`src/rtl/stream_rr_arbiter_pkg.sv`:
```
// Shared types and constants for the stream round-robin arbiter:
// FSM state encoding, counter width and index-width helper.
package stream_arb_pkg;

    typedef enum logic {
        IDLE = 1'b0,
        BUSY = 1'b1
    } arb_state_e;

    localparam int CNT_W = 32;

    function automatic int idx_w(input int n);
        return (n > 1) ? $clog2(n) : 1;
    endfunction

endpackage

```
`src/rtl/stream_rr_arbiter_if.sv`:
```
// Bundle of N_IN requester streams plus the single shared output stream.
// slave = arbiter view, master = environment driving requesters and sink.
interface stream_rr_arbiter_if #(
    parameter int N_IN   = 4,
    parameter int DATA_W = 32
);
    logic [N_IN-1:0]             in_tvalid;
    logic [N_IN-1:0]             in_tlast;
    logic [N_IN-1:0][DATA_W-1:0] in_tdata;
    logic [N_IN-1:0]             in_tready;
    logic                        out_tvalid;
    logic                        out_tlast;
    logic [DATA_W-1:0]           out_tdata;
    logic                        out_tready;
    logic [N_IN-1:0]             grant;

    modport slave (
        input  in_tvalid, in_tlast, in_tdata, out_tready,
        output in_tready, out_tvalid, out_tlast, out_tdata, grant
    );

    modport master (
        output in_tvalid, in_tlast, in_tdata, out_tready,
        input  in_tready, out_tvalid, out_tlast, out_tdata, grant
    );
endinterface

```
`src/rtl/stream_rr_arbiter_rr_select.sv`:
```
// Combinational rotating-priority select: first requester at or after
// ptr_i, wrapping N_IN-1 -> 0; returns both one-hot and binary index.
module rr_select
    import stream_arb_pkg::*;
#(
    parameter  int N_IN  = 4,
    localparam int IDX_W = idx_w(N_IN)
) (
    input  logic [N_IN-1:0]  req_i,
    input  logic [IDX_W-1:0] ptr_i,
    output logic [N_IN-1:0]  gnt_o,
    output logic [IDX_W-1:0] idx_o
);

    logic [IDX_W-1:0] cand;
    logic             found;

    // NOTE: every always_comb output gets a default first so no path can infer a latch.
    always_comb begin
        gnt_o = '0;
        idx_o = '0;
        found = 1'b0;
        cand  = '0;
        for (int k = 0; k < N_IN; k++) begin
            cand = IDX_W'((int'(ptr_i) + k) % N_IN);
            if (!found && req_i[cand]) begin
                found       = 1'b1;
                gnt_o[cand] = 1'b1;
                idx_o       = cand;
            end
        end
    end

endmodule

```
`src/rtl/stream_rr_arbiter.sv`:
```
// Packet-granular round-robin stream arbiter (IDLE/BUSY, one bubble per packet).
// Define STREAM_ARB_PMU_EN to add per-input packet counters and a stall counter.
module stream_rr_arbiter
    import stream_arb_pkg::*;
#(
    parameter int N_IN   = 4,
    parameter int DATA_W = 32
) (
    input  logic                      clk,
    input  logic                      rst_n,
    stream_rr_arbiter_if.slave        bus
`ifdef STREAM_ARB_PMU_EN
    ,
    output logic [N_IN-1:0][CNT_W-1:0] pkt_cnt,
    output logic [CNT_W-1:0]           stall_cnt
`endif
);

    localparam int IDX_W = idx_w(N_IN);

    arb_state_e       state_q, state_d;
    logic [IDX_W-1:0] ptr_q, ptr_d;
    logic [IDX_W-1:0] gidx_q, gidx_d;
    logic [N_IN-1:0]  grant_q, grant_d;
    logic [N_IN-1:0]  sel_gnt;
    logic [IDX_W-1:0] sel_idx;
    logic             beat;
    logic             last_beat;

    rr_select #(.N_IN(N_IN)) u_sel (
        .req_i (bus.in_tvalid),
        .ptr_i (ptr_q),
        .gnt_o (sel_gnt),
        .idx_o (sel_idx)
    );

    // Output mux is purely combinational so a beat costs no latency once granted.
    always_comb begin
        bus.out_tvalid = 1'b0;
        bus.out_tlast  = 1'b0;
        bus.out_tdata  = '0;
        bus.in_tready  = '0;
        if (state_q == BUSY) begin
            bus.out_tvalid = bus.in_tvalid[gidx_q];
            bus.out_tlast  = bus.in_tlast[gidx_q];
            bus.out_tdata  = bus.in_tdata[gidx_q];
            bus.in_tready  = grant_q & {N_IN{bus.out_tready}};
        end
    end

    assign bus.grant = grant_q;
    assign beat      = bus.out_tvalid & bus.out_tready;
    assign last_beat = beat & bus.out_tlast;

    always_comb begin
        state_d = state_q;
        ptr_d   = ptr_q;
        gidx_d  = gidx_q;
        grant_d = grant_q;
        unique case (state_q)
            IDLE: begin
                if (|bus.in_tvalid) begin
                    state_d = BUSY;
                    grant_d = sel_gnt;
                    gidx_d  = sel_idx;
                end
            end
            BUSY: begin
                // Ownership ends only on a transferred tlast, never on tvalid dropping.
                if (last_beat) begin
                    state_d = IDLE;
                    grant_d = '0;
                    ptr_d   = (gidx_q == IDX_W'(N_IN - 1)) ? '0 : gidx_q + IDX_W'(1);
                end
            end
            default: state_d = IDLE;
        endcase
    end

    // NOTE: sequential state uses non-blocking assignments so all flops update together.
    always_ff @(posedge clk or negedge rst_n) begin
        if (!rst_n) begin
            state_q <= IDLE;
            ptr_q   <= '0;
            gidx_q  <= '0;
            grant_q <= '0;
        end else begin
            state_q <= state_d;
            ptr_q   <= ptr_d;
            gidx_q  <= gidx_d;
            grant_q <= grant_d;
        end
    end

`ifdef STREAM_ARB_PMU_EN
    logic [N_IN-1:0][CNT_W-1:0] pkt_cnt_q;
    logic [CNT_W-1:0]           stall_cnt_q;

    always_ff @(posedge clk or negedge rst_n) begin
        if (!rst_n) begin
            pkt_cnt_q   <= '0;
            stall_cnt_q <= '0;
        end else begin
            if (last_beat) begin
                pkt_cnt_q[gidx_q] <= pkt_cnt_q[gidx_q] + CNT_W'(1);
            end
            if (bus.out_tvalid && !bus.out_tready) begin
                stall_cnt_q <= stall_cnt_q + CNT_W'(1);
            end
        end
    end

    assign pkt_cnt   = pkt_cnt_q;
    assign stall_cnt = stall_cnt_q;
`endif

endmodule

```
`src/flat_wrapper.sv`:
```
// flat-port wrapper written by rule: the top's interface ports become plain ports
module stream_rr_arbiter_flat import stream_arb_pkg::*;
#(
    parameter int N_IN   = 4,
    parameter int DATA_W = 32
)
  (clk, rst_n, bus_in_tvalid, bus_in_tlast, bus_in_tdata, bus_out_tready, bus_in_tready, bus_out_tvalid, bus_out_tlast, bus_out_tdata, bus_grant);
  stream_rr_arbiter_if #(.N_IN(N_IN), .DATA_W(DATA_W)) bus_i ();
  input  logic clk;
  input  logic rst_n;
  input wire logic [$bits(bus_i.in_tvalid)-1:0] bus_in_tvalid;
  input wire logic [$bits(bus_i.in_tlast)-1:0] bus_in_tlast;
  input wire logic [$bits(bus_i.in_tdata)-1:0] bus_in_tdata;
  input wire logic [$bits(bus_i.out_tready)-1:0] bus_out_tready;
  output wire logic [$bits(bus_i.in_tready)-1:0] bus_in_tready;
  output wire logic [$bits(bus_i.out_tvalid)-1:0] bus_out_tvalid;
  output wire logic [$bits(bus_i.out_tlast)-1:0] bus_out_tlast;
  output wire logic [$bits(bus_i.out_tdata)-1:0] bus_out_tdata;
  output wire logic [$bits(bus_i.grant)-1:0] bus_grant;
  assign bus_i.in_tvalid = bus_in_tvalid;
  assign bus_i.in_tlast = bus_in_tlast;
  assign bus_i.in_tdata = bus_in_tdata;
  assign bus_i.out_tready = bus_out_tready;
  assign bus_in_tready = bus_i.in_tready;
  assign bus_out_tvalid = bus_i.out_tvalid;
  assign bus_out_tlast = bus_i.out_tlast;
  assign bus_out_tdata = bus_i.out_tdata;
  assign bus_grant = bus_i.grant;
  stream_rr_arbiter #(.N_IN(N_IN), .DATA_W(DATA_W)) u_core (.clk(clk), .rst_n(rst_n), .bus(bus_i));
endmodule
```
`config.mk`:
```
export PLATFORM = sky130hd
export DESIGN_NAME = stream_rr_arbiter_flat
export DESIGN_NICKNAME = d
export VERILOG_FILES = /design/src/rtl/stream_rr_arbiter_pkg.sv /design/src/rtl/stream_rr_arbiter_if.sv /design/src/rtl/stream_rr_arbiter_rr_select.sv /design/src/rtl/stream_rr_arbiter.sv /design/src/flat_wrapper.sv
export SDC_FILE = /design/constraint.sdc
export NUM_CORES = 1
export LEC_CHECK = 0
export ABC_CLOCK_PERIOD_IN_PS = 2400
export BUFFER_PORTS_ARGS = -buffer_cell sky130_fd_sc_hd__buf_4
export CAP_MARGIN = 20
export CORE_MARGIN = 4
export CORE_UTILIZATION = 30
export CTS_CLUSTER_SIZE = 40
export DETAILED_ROUTE_END_ITERATION = 8
export MAX_ROUTING_LAYER = met4
export PLACE_DENSITY = 0.69
export SLEW_MARGIN = 40
export SYNTH_ARGS = -nofsm -noshare
export SYNTH_HDL_FRONTEND = slang
export SYNTH_SLANG_ARGS = --single-unit
```
`constraint.sdc`:
```
create_clock -name clk -period 2.4 [get_ports clk]
set_input_delay 0.36 -clock clk [delete_from_list [all_inputs] [get_ports clk]]
set_output_delay 0.36 -clock clk [all_outputs]
set_load 0.005 [all_outputs]
```
==> results by group, run 1 <==
Status
  – Outcome: complete, no violations

Worst hold path
  – Hold crit path type: primary input to async pin

STA
  – Clock skew: 0.00698 ns
  – Post-layout min period: 2.24 ns
  – Final period util: 93.4%
  – Final Max Tran Viols: 0
  – Final worst slack: 0.159 ns
  – Final TNS setup: 0 ns
  – Final setup fails: 0
  – Max Fclk: 446 MHz
  – Slew headroom: 53.1%
  – Final hold violations: 0
  – Worst-Margin Slew: 0.701 ns
  – RSZ-0062 raised after global routing: no

Logic synthesis
  – Count of state elements after synthesis: 9
  – Yosys warns: 0
  – Mapped Cells: 160
  – Unique masters post-synth: 32
  – Syn_nets: 307
  – Synthesized cell area: 1860 sq um
  – Avg Inst Size Synth: 11.7 sq um
  – Sequential area share after synthesis: 12.1%

Detailed routing
  – DRT antenna net count: 0
  – Routed via count: 2,136
  – Total wire length: 7.86 mm
  – Router iterations before antenna repair: 4
  – Vias/cell: 5.20
  – Wire per inst: 19.1 um
  – Post-route DRC violation count: 0
  – Detailed Route Iter0 Violations: 60

Worst setup path
  – Crit path launch type: flip-flop
  – Data arrival time of the worst path: 1.88 ns
  – Req. time, crit path: 2.04 ns
  – Max stage delay on crit path: 0.59 ns
  – Crit path max fanout: 15
  – Worst path slowest cell: dfrtp_2
  – Setup CP Type: flip-flop to primary output
  – Endpoint class of the critical path: primary output
  – CP Cell Sequence: buf_12 -> mux4_2 -> and2_1 -> buf_4

CTS
  – CTS HTree Levels: 1
  – CTS tree: yes
  – CTS buffer count: 3
  – Sinks on Clock Net: 9
  – Maximum root-to-sink buffer count: 2
  – Clk Latency, worst-skew pair: 0.23 ns
  – Clk slew on worst S/H paths: 0.05 ns
  – Post-cts gate resize count: 0
  – Root Driver: clkbuf_8

Power and ir drop
  – Logic pwr share: 84.8%
  – Total Power: 3450 uW
  – Switch Pwr: 1340 uW
  – Static Leak: 0.00160 uW
  – Clock share of power: 5.2%
  – Seq pwr share: 10.1%
  – P_int: 2110 uW
  – Switch share: 38.8%
  – Cell Pwr Density: 1020 nW/um^2
  – Max IR drop VDD: 528 uV

Placed design
  – Port bufs: 180
  – Placed Area: 3320 sq um
  – DP HPWL: 6.57 mm
  – Final Wtd Congestion: 0.862
  – Dpl ws: 0.384 ns

Cells and area
  – Fin area: 3370 sq um
  – Filler cells: 515
  – Final nets: 484
  – Layout cell share with drive strength beyond 1: 69.6%
  – Area Overhead vs Synth: 80.9%
  – Number of inserted diodes: 0
  – Final Util: 56.3%

Floorplan
  – Die Span Y: 86.8 um
  – Starting Density: 31.1%
  – DIE AREA: 7540 sq um
  – Core area: 5990 sq um
  – Die Span X: 86.8 um
  – Ports: 181
  – FP Rows: 28

GRT
  – Total gr overflow: 0
  – Global-route wire length before repair: 11.6 mm
  – Initial antenna violation count: 0
  – Largest net degree at the start of global routing: 36
  – Vias in the first global route: 2,239
  – GR Util All Layers: 19.9%

Flow run
  – Maxcap violations: 0
## power groups by stage
stage	Combinational (uW)	Sequential, uW	Clock [uW]
2_1_floorplan	1810	288	0
3_3_place_gp	2900	354	0
3_5_place_dp	2950	355	0
4_1_cts	2960	353	177
5_1_grt	3150	369	182
6_report	2930	347	179
## registers in the layout (all words and copies together), names as in the netlist
register          cells
u_core.bus.grant      4
u_core.state_q        1
u_core.ptr_q          2
u_core.gidx_q         2
## what timing repair did
action	CTS	global route
endpoints found under the hold margin	9	0
hold buffers	1	0
buffers inserted	0	0
## critical path: cells and delay by family, from the launching register on
family | cells | cell delay [ns]
simple gates | 1 | 0.17
buf+inv | 2 | 0.36
mux | 1 | 0.52
flops | 1 | 0.59
## routing by layer
metal  vias up  GRT usage, %  part of all wire (%)
met5         -             -                     0
met4         0          4.96                   2.2
met3        14          3.14                   8.2
met2        89          37.3                    55
met1      1040          21.6                    34
li1        993             -                     -
## area by class of cell
| class | count | area [sq um] | share of cell area (%) |
|---|---|---|---|
| timing repair buffer | 188 | 1450 | 43.0 |
| multi-input combinational | 133 | 1550 | 45.9 |
| inverter | 2 | 7.51 | 0.223 |
| tap | 75 | 93.8 | 2.78 |
| sequential | 9 | 226 | 6.71 |
| clock buffer | 4 | 45.0 | 1.34 |
## cells in the mapped netlist
library cell  number  area, sq um
a221oi_1           1         8.76
dfrtp_1            9          225
a31oi_1            5         31.3
buf_1              1         3.75
a21o_1             1         7.51
nor4_1             1         6.26
a22o_1             4         35.0
mux4_2            36          811
buf_6              2         22.5
mux2i_2            1         13.8
clkbuf_2           1         5.00
nand4_1            1         6.26
clkbuf_1           7         26.3
mux2_2             3         33.8
mux2i_1            7         70.1
and3_1             4         25.0
a21oi_1            6         30.0
o32ai_1            1         8.76
nand2_1            5         18.8
o31ai_1            1         7.51
nand2b_1           2         12.5
mux4_1             1         26.3
nor2_1             4         15.0
o211ai_1           1         7.51
o21ai_0            1         5.00
nor3b_4            1         18.8
and2_1            34          213
nor2b_4            2         27.5
inv_1              2         7.51
ha_1               8          100
buf_2              5         25.0
nor3_1             2         10.0
## path summary, 6_finish.rpt
check / endpoint / cells past startpoint / start / slack, ns
setup / recovery: bus_out_tdata[29] / 4 / u_core.gidx_q[0] / 0.16
hold / removal: u_core.ptr_q[1] / 2 / rst_n / 0.48
setup reg to reg: u_core.bus.grant[0] / 6 / u_core.ptr_q[0] / 0.43
hold reg to reg: u_core.bus.grant[1] / 2 / u_core.bus.grant[1] / 0.61
max in group asynchronous: u_core.gidx_q[0] / 2 / rst_n / 1.77
min in group clk: u_core.gidx_q[0] / 4 / bus_in_tvalid[0] / 0.58
## kinds of logic after synthesis
family | Yosys count | share of synthesized area (%)
multiplexers | 48 | 51.2
adder cells (fa/ha/maj) | 8 | 5.37
AND/OR/NAND/NOR | 56 | 18.9
buffers and inverters | 18 | 4.83
flip-flops | 9 | 12.1
AO/OA/AOI/OAI | 21 | 7.58
## metrics by stage
step / instances / hold slack, ns
final: 411 / 0.481
after detailed placement: 406 / 0.196
after floorplan: 160 / 0.0644
after global routing: 411 / 0.521
after CTS: 411 / 0.493
after global placement: 406 / 0.194
## layout by cell type, fill, tap and decap left out, types with 3 or more instances in the layout
master and count:
nor2_1 4, buf_4 184, and3_1 4, nand2_1 5, a31oi_1 5, a21oi_1 6, mux4_2 36, dfrtp_1 8
and2_1 34, ha_1 8, a22o_1 4, mux2i_1 7, clkbuf_8 3, mux2_2 3, buf_12 3
(Power assumes the default switching activity.)
==> run 2: changes to the inputs <==
--- a/config.mk
+++ b/config.mk
@@ -5,7 +5,7 @@
 export SDC_FILE = /design/constraint.sdc
 export NUM_CORES = 1
 export LEC_CHECK = 0
-export ABC_CLOCK_PERIOD_IN_PS = 2400
+export ABC_CLOCK_PERIOD_IN_PS = 1800
 export BUFFER_PORTS_ARGS = -buffer_cell sky130_fd_sc_hd__buf_4
 export CAP_MARGIN = 20
 export CORE_MARGIN = 4
@@ -13,7 +13,7 @@
 export CTS_CLUSTER_SIZE = 40
 export DETAILED_ROUTE_END_ITERATION = 8
 export MAX_ROUTING_LAYER = met4
-export PLACE_DENSITY = 0.69
+export PLACE_DENSITY = 0.71
 export SLEW_MARGIN = 40
 export SYNTH_ARGS = -nofsm -noshare
 export SYNTH_HDL_FRONTEND = slang
==> constraint.sdc (replaced) <==
create_clock -name clk -period 1.8 [get_ports clk]
set_input_delay 0.27 -clock clk [delete_from_list [all_inputs] [get_ports clk]]
set_output_delay 0.27 -clock clk [all_outputs]
set_load 0.005 [all_outputs]
==> run 2 against run 1 <==
Against the previous run:
- the run now ends with setup timing left
- sequential power up 31%
- count of clock-buffer cells in the layout unchanged
- register-to-register slack worse by 0.54 ns
- final area up 14%
- first-iteration DRC count up 10%
- final cell count up 6.1%
- power up 72%
- global-route usage up 2.9 points
- critical path depth up 1
- sequential cell count unchanged
- non-clock buffer count up 24
- clock power up 39%
- critical path type unchanged
==> results by group, run 2 (synthesis gave the netlist of run 1 again) <==
Status
  – Outcome: complete, but fails checks
  – Failing checks: setup timing

Cells and area
  – Max FFs per register: 4 (unchanged)
  – Area Overhead vs Synth: 106%
  – Number of inserted diodes: 0 (unchanged)
  – Layout cell share with drive strength beyond 1: 81.4% (+12 points)
  – Final nets: 509 (+5.2%)
  – Commonest non-fill, non-tap cell in the layout: buf_4
  – Final std cells w/o fill: 436 (+6.1%)
  – Most frequent cells in the layout: buf_4 (182), mux4_2 (38), buf_6 (24)

Power and ir drop
  – Cell Pwr Density: 1550 nW/um^2 (+51%)
  – P_int: 3750 uW (+77%)
  – Clock share of power: 4.2% (-1.0 points)
  – Logic pwr share: 88.2% (+3.4 points)
  – Switch Pwr: 2190 uW (+64%)
  – Seq pwr share: 7.6% (-2.5 points)
  – Max IR drop VDD: 1120 uV (+110%)
  – Switch share: 36.9% (-1.9 points)
  – Static Leak: 0.00182 uW (+14%)

GRT
  – Initial antenna violation count: 0 (unchanged)
  – Total gr overflow: 0 (unchanged)
  – Met2 usage: 44.8% (+7.5 points)
  – Grt peak-use layer: met2
  – GR Util All Layers: 22.8% (+2.9 points)
  – Vias in the first global route: 2,434 (+8.7%)
  – GR met3 Demand/Resource: 3.61% (+0.48 points)
  – Global-route wire length before repair: 12.9 mm (+11%)
  – GR Util met1: 23.6% (+2.1 points)
  – Largest net degree at the start of global routing: 33 (-8.3%)

STA
  – Slew headroom: 45.7% (-7.4 points)
  – Post-layout min period: 1.97 ns
  – RSZ-0062 raised after global routing: yes
  – Clock skew: 0.00573 ns (-0.00126 ns)
  – Final period util: 110%
  – Final hold slack: 0.391 ns (-0.0901 ns)
  – Final setup fails: 40 (+40)
  – Final TNS setup: -4.85 ns (-4.85 ns)
  – Final worst slack: -0.174 ns (-0.333 ns)
  – Final hold violations: 0 (unchanged)
  – Final Max Tran Viols: 0 (unchanged)
  – Worst-Margin Slew: 0.812 ns (+0.111 ns)
  – Max Fclk: 507 MHz

CTS
  – CTS tree: yes
  – CTS buffer count: 3 (unchanged)
  – Clk Latency, worst-skew pair: 0.24 ns (about the same)
  – Root Driver: clkbuf_8
  – Sinks on Clock Net: 9 (unchanged)
  – CTS HTree Levels: 1 (unchanged)
  – Clk slew on worst S/H paths: 0.05 ns (about the same)
  – Maximum root-to-sink buffer count: 2 (unchanged)

Floorplan
  – Die Span Y: 86.8 um (unchanged)
  – Die Span X: 86.8 um (unchanged)
  – Starting Density: 31.1% (unchanged)
  – Core area: 5990 sq um (unchanged)
  – FP Rows: 28 (unchanged)
  – DIE AREA: 7540 sq um (unchanged)
  – Ports: 181 (unchanged)

Worst setup path
  – Crit path launch type: flip-flop
  – CP Cell Sequence: buf_6 -> buf_16 -> mux4_2 -> and2_4 -> buf_6
  – Endpoint class of the critical path: primary output
  – Data arrival time of the worst path: 1.70 ns (-0.18 ns)
  – Delay-heaviest family, CP: multiplexers
  – Max stage delay on crit path: 0.49 ns (-0.10 ns)
  – Reg2Reg Launch Point: u_core.gidx_q[0]
  – Most frequent CP cell: buf_6
  – R2r setup slk: -0.11 ns (-0.54 ns)
  – Setup CP Type: flip-flop to primary output
  – Req. time, crit path: 1.53 ns (-0.51 ns)
  – Worst path slowest cell: mux4_2
  – Worst path bufs/invs: 3 (+1)
  – R2R Path End: u_core.ptr_q[1]
  – Crit path max fanout: 6 (-9)
  – R2R depth: 6 (unchanged)

Worst hold path
  – Hold crit path type: primary input to async pin

Placed design
  – Dpl cells: 415 (+2.2%)
  – Final Wtd Congestion: 0.861 (about the same)
  – DP HPWL: 6.79 mm (+3.4%)
  – Dpl ws: -0.154 ns (-0.538 ns)
  – Port bufs: 180 (unchanged)

Detailed routing
  – DRT antenna net count: 0 (unchanged)
  – Wire per inst: 20.5 um (+7.5%)
  – Router iterations before antenna repair: 4 (unchanged)
  – Total wire length: 8.96 mm (+14%)
  – Routed via count: 2,260 (+5.8%)
  – Detailed Route Iter0 Violations: 66 (+10%)
  – Post-route DRC violation count: 0 (unchanged)
  – Vias/cell: 5.18 (-0.26%)

Flow run
  – Maxcap violations: 0 (unchanged)
==> run 2: layer usage <==
layer	wire length [um]	part of all wire (%)
met3	634	7.1
met5	0	0
met1	3010	34
met4	96	1.1
met2	5210	58
==> run 2: how the worst max path moves through the flow <==
stage	start	end	slack, ns	cells after the start
2_1_floorplan	u_core.ptr_q[0]	u_core.gidx_q[1]	-0.1	9
3_3_place_gp	u_core.ptr_q[0]	u_core.gidx_q[1]	-0.09	7
3_5_place_dp	u_core.ptr_q[0]	u_core.gidx_q[1]	-0.15	7
4_1_cts	u_core.gidx_q[0]	bus_out_tdata[14]	-0.18	5
5_1_grt	u_core.gidx_q[0]	bus_out_tdata[31]	-0.23	5
6_report	u_core.gidx_q[0]	bus_out_tdata[27]	-0.17	5
==> run 2: final cells by class <==
class                           instances  area, sq um
Tap cell                               75         93.8
Clock buffer                            4         45.0
Fill cell                             494         2150
Sequential cell                         9          229
Multi-Input combinational cell        134         1700
Inverter                                2         10.0
Timing Repair Buffer                  212         1760
==> run 2: timing repair <==
action	in CTS	in global routing
pin swaps	14	17
hold endpoints to repair	9	0
gates resized for setup	25	43
hold buffers	1	0
endpoints found under the setup margin	38	43
gates cloned	4	0
setup buffers	10	4
==> run 2: power groups by stage <==
stage / logic [uW] / registers, uW / clock network (uW)
floorplan: 2480 / 386 / 0
global placement: 4060 / 432 / 0
detailed placement: 4130 / 442 / 0
CTS: 4840 / 445 / 246
global route: 5580 / 470 / 258
finish: 5240 / 453 / 248
==> run 2: per-stage QoR <==
| stage | total power, uW | area (sq um) | utilization (%) |
|---|---|---|---|
| floorplan | 2870 | 1890 | - |
| global placement | 4490 | 3400 | 56.8 |
| detailed placement | 4570 | 3400 | 56.8 |
| CTS | 5530 | 3720 | 62.1 |
| global route | 6310 | 3840 | 64.1 |
| finish | 5940 | 3840 | 64.1 |
==> run 3: changes to the inputs <==
--- a/config.mk
+++ b/config.mk
@@ -5,7 +5,7 @@
 export SDC_FILE = /design/constraint.sdc
 export NUM_CORES = 1
 export LEC_CHECK = 0
-export ABC_CLOCK_PERIOD_IN_PS = 1800
+export ABC_CLOCK_PERIOD_IN_PS = 1620
 export BUFFER_PORTS_ARGS = -buffer_cell sky130_fd_sc_hd__buf_4
 export CAP_MARGIN = 20
 export CORE_MARGIN = 4
==> constraint.sdc (replaced) <==
create_clock -name clk -period 1.62 [get_ports clk]
set_input_delay 0.243 -clock clk [delete_from_list [all_inputs] [get_ports clk]]
set_output_delay 0.243 -clock clk [all_outputs]
set_load 0.005 [all_outputs]
==> run 3 against run 2 <==
Against the previous run:
- first-iteration DRC count fell by 59%
- setup slack got worse by 0.18 ns
- sequential share of layout area barely moved
- critical path type unchanged
- final cell count rose by 1.6%
- final area barely moved
- register-to-register slack got worse by 0.11 ns
- sequential power rose by 5.3%
- clock skew barely moved
- the flow still finishes with violations (setup timing)
- critical endpoint is now bus_out_tdata[15]
- critical path depth did not move
- power rose by 9.7%
- hold slack got worse by 0.025 ns
- die area did not move
==> results by group, run 3 (synthesis gave the netlist of run 1 again) <==
Status
  – Outcome: complete, but fails checks
  – Failing checks: setup timing

Placed design
  – Port bufs: 180 (unchanged)
  – DP HPWL: 6.85 mm (+0.87%)
  – Placed Area: 3460 sq um (+1.9%)
  – Final Wtd Congestion: 0.895 (+4.0%)

Power and ir drop
  – Static Leak: 0.00185 uW (+1.6%)
  – Switch share: 35.6% (-1.3 points)
  – Seq pwr share: 7.3% (-0.3 points)
  – Clock share of power: 4.1% (about the same)
  – P_int: 4190 uW (+12%)
  – Logic pwr share: 88.6% (+0.4 points)
  – Max IR drop VDD: 1030 uV (-7.8%)
  – Cell Pwr Density: 1700 nW/um^2 (+9.6%)
  – Switch Pwr: 2320 uW (+5.8%)

Detailed routing
  – Router iterations before antenna repair: 4 (unchanged)
  – Post-route DRC violation count: 0 (unchanged)
  – Detailed Route Iter0 Violations: 27 (-59%)
  – Total wire length: 8.60 mm (-4.0%)
  – Vias/cell: 5.15 (-0.62%)
  – Routed via count: 2,282 (+0.97%)
  – DRT antenna net count: 0 (unchanged)
  – Wire per inst: 19.4 um (-5.5%)

GRT
  – Global-route wire length before repair: 12.6 mm (-2.2%)
  – Largest net degree at the start of global routing: 33 (unchanged)
  – GR Util All Layers: 22.1% (-0.63 points)
  – Initial antenna violation count: 0 (unchanged)
  – Vias in the first global route: 2,454 (+0.82%)
  – Total gr overflow: 0 (unchanged)

Cells and area
  – Commonest non-fill, non-tap cell in the layout: buf_4
  – Fin area: 3840 sq um (about the same)
  – Final nets: 516 (+1.4%)
  – Layout cell share with drive strength beyond 1: 80.4% (-1.0 points)
  – Filler cells: 509 (+3.0%)
  – Max FFs per register: 4 (unchanged)
  – Area Overhead vs Synth: 106% (about the same)
  – Number of inserted diodes: 0 (unchanged)
  – Most frequent cells in the layout: buf_4 (184), mux4_2 (38), buf_6 (31)

STA
  – Final period util: 122%
  – Final Max Tran Viols: 0 (unchanged)
  – Final setup fails: 42 (+5.0%)
  – Slew headroom: 74.4% (+29 points)
  – RSZ-0062 raised after global routing: yes
  – Final worst slack: -0.355 ns (-0.182 ns)
  – Clock skew: 0.00551 ns (-0.000213 ns)
  – Worst-Margin Slew: 0.381 ns (-0.431 ns)
  – Final hold violations: 0 (unchanged)
  – Post-layout min period: 1.98 ns
  – Max Fclk: 506 MHz
  – Final hold slack: 0.366 ns (-0.0251 ns)

CTS
  – Clk slew on worst S/H paths: 0.05 ns (about the same)
  – Clk Latency, worst-skew pair: 0.24 ns (about the same)
  – Sinks on Clock Net: 9 (unchanged)
  – CTS tree: yes
  – Maximum root-to-sink buffer count: 2 (unchanged)
  – Root Driver: clkbuf_8
  – CTS HTree Levels: 1 (unchanged)
  – CTS buffer count: 3 (unchanged)

Floorplan
  – Die Span X: 86.8 um (unchanged)
  – FP Rows: 28 (unchanged)
  – Core area: 5990 sq um (unchanged)
  – Starting Density: 31.1% (unchanged)
  – Ports: 181 (unchanged)
  – Die Span Y: 86.8 um (unchanged)
  – DIE AREA: 7540 sq um (unchanged)

Worst setup path
  – Endpoint class of the critical path: primary output
  – R2R Path End: u_core.bus.grant[0]
  – Req. time, crit path: 1.38 ns (-0.15 ns)
  – Data arrival time of the worst path: 1.73 ns (+0.03 ns)
  – Reg2Reg Launch Point: u_core.ptr_q[0]
  – Crit path launch type: flip-flop
  – R2R depth: 7 (+1)
  – R2r setup slk: -0.22 ns (-0.11 ns)
  – Crit path max fanout: 7 (+1)
  – Setup CP Type: flip-flop to primary output

Flow run
  – Maxcap violations: 0 (unchanged)

Worst hold path
  – Hold crit path type: primary input to async pin
## run 3: changes by cell type in the layout (fill, tap and decap cells not counted), moves of 2 or more
cell     delta
and2_1      -3
buf_4       +2
buf_6       +7
mux2i_4     -2
and2_4      +3
a21oi_2     -4
a21oi_1     +4
## run 3: worst max path at each step
stage                      from                 to  slack, ns  cells after the start
4_1_cts        u_core.gidx_q[0]  bus_out_tdata[31]      -0.35                      5
5_1_grt        u_core.gidx_q[0]   bus_out_tdata[7]      -0.39                      5
3_3_place_gp    u_core.ptr_q[0]   u_core.gidx_q[1]      -0.30                      7
3_5_place_dp    u_core.ptr_q[0]   u_core.gidx_q[1]      -0.36                      7
2_1_floorplan   u_core.ptr_q[0]   u_core.gidx_q[1]      -0.28                      9
6_report       u_core.gidx_q[0]  bus_out_tdata[15]      -0.36                      5
## run 3: metrics by stage
stage	setup TNS [ns]	power, uW	setup slack (ns)	utilization, %	std cells
after global placement	-3.66	5130	-0.304	57.8	423
after CTS	-12.44	6520	-0.350	63.9	441
after floorplan	-1.47	3270	-0.278	-	160
after detailed placement	-4.51	5200	-0.357	57.8	423
final	-11.38	6510	-0.355	64.1	443
after global routing	-13.95	6940	-0.393	64.1	443
## run 3: layout make-up
cell class | instances | area [sq um] | area share, %
clock buffers | 4 | 45.0 | 1.17
inverters | 2 | 10.0 | 0.261
multi-input cells | 134 | 1660 | 43.1
flip-flops and latches | 9 | 228 | 5.93
well taps | 75 | 93.8 | 2.44
repair buffers | 219 | 1810 | 47.1
## run 3: critical path: stages, from the launching register on
cell and delay, ns:
dfrtp_2 0.42, buf_6 0.14, buf_12 0.13, mux4_2 0.51, and2_4 0.18, buf_6 0.11
## run 3: power groups by stage
stage | combinational, uW | sequential [uW] | clock [uW]
finish | 5770 | 477 | 268
global route | 6160 | 493 | 287
CTS | 5770 | 477 | 274
detailed placement | 4710 | 494 | 0
global placement | 4650 | 486 | 0
floorplan | 2840 | 433 | 0
## run 3: routing by layer
layer  GRT usage (%)  up-vias  share of wire, %
li1                -     1058                 -
met1            23.5     1095                35
met2            41.1      106                54
met3            2.95       23               7.2
met4            8.50        0               3.7
met5               -        -                 0
## run 3: timing repair
item | CTS | global route
endpoints found under the hold margin | 9 | 0
pin swaps | 13 | 2
endpoints found under the setup margin | 41 | 43
setup buffers | 10 | 4
hold buffers | 1 | 0
cloned | 3 | 0
gates resized for setup | 54 | 8
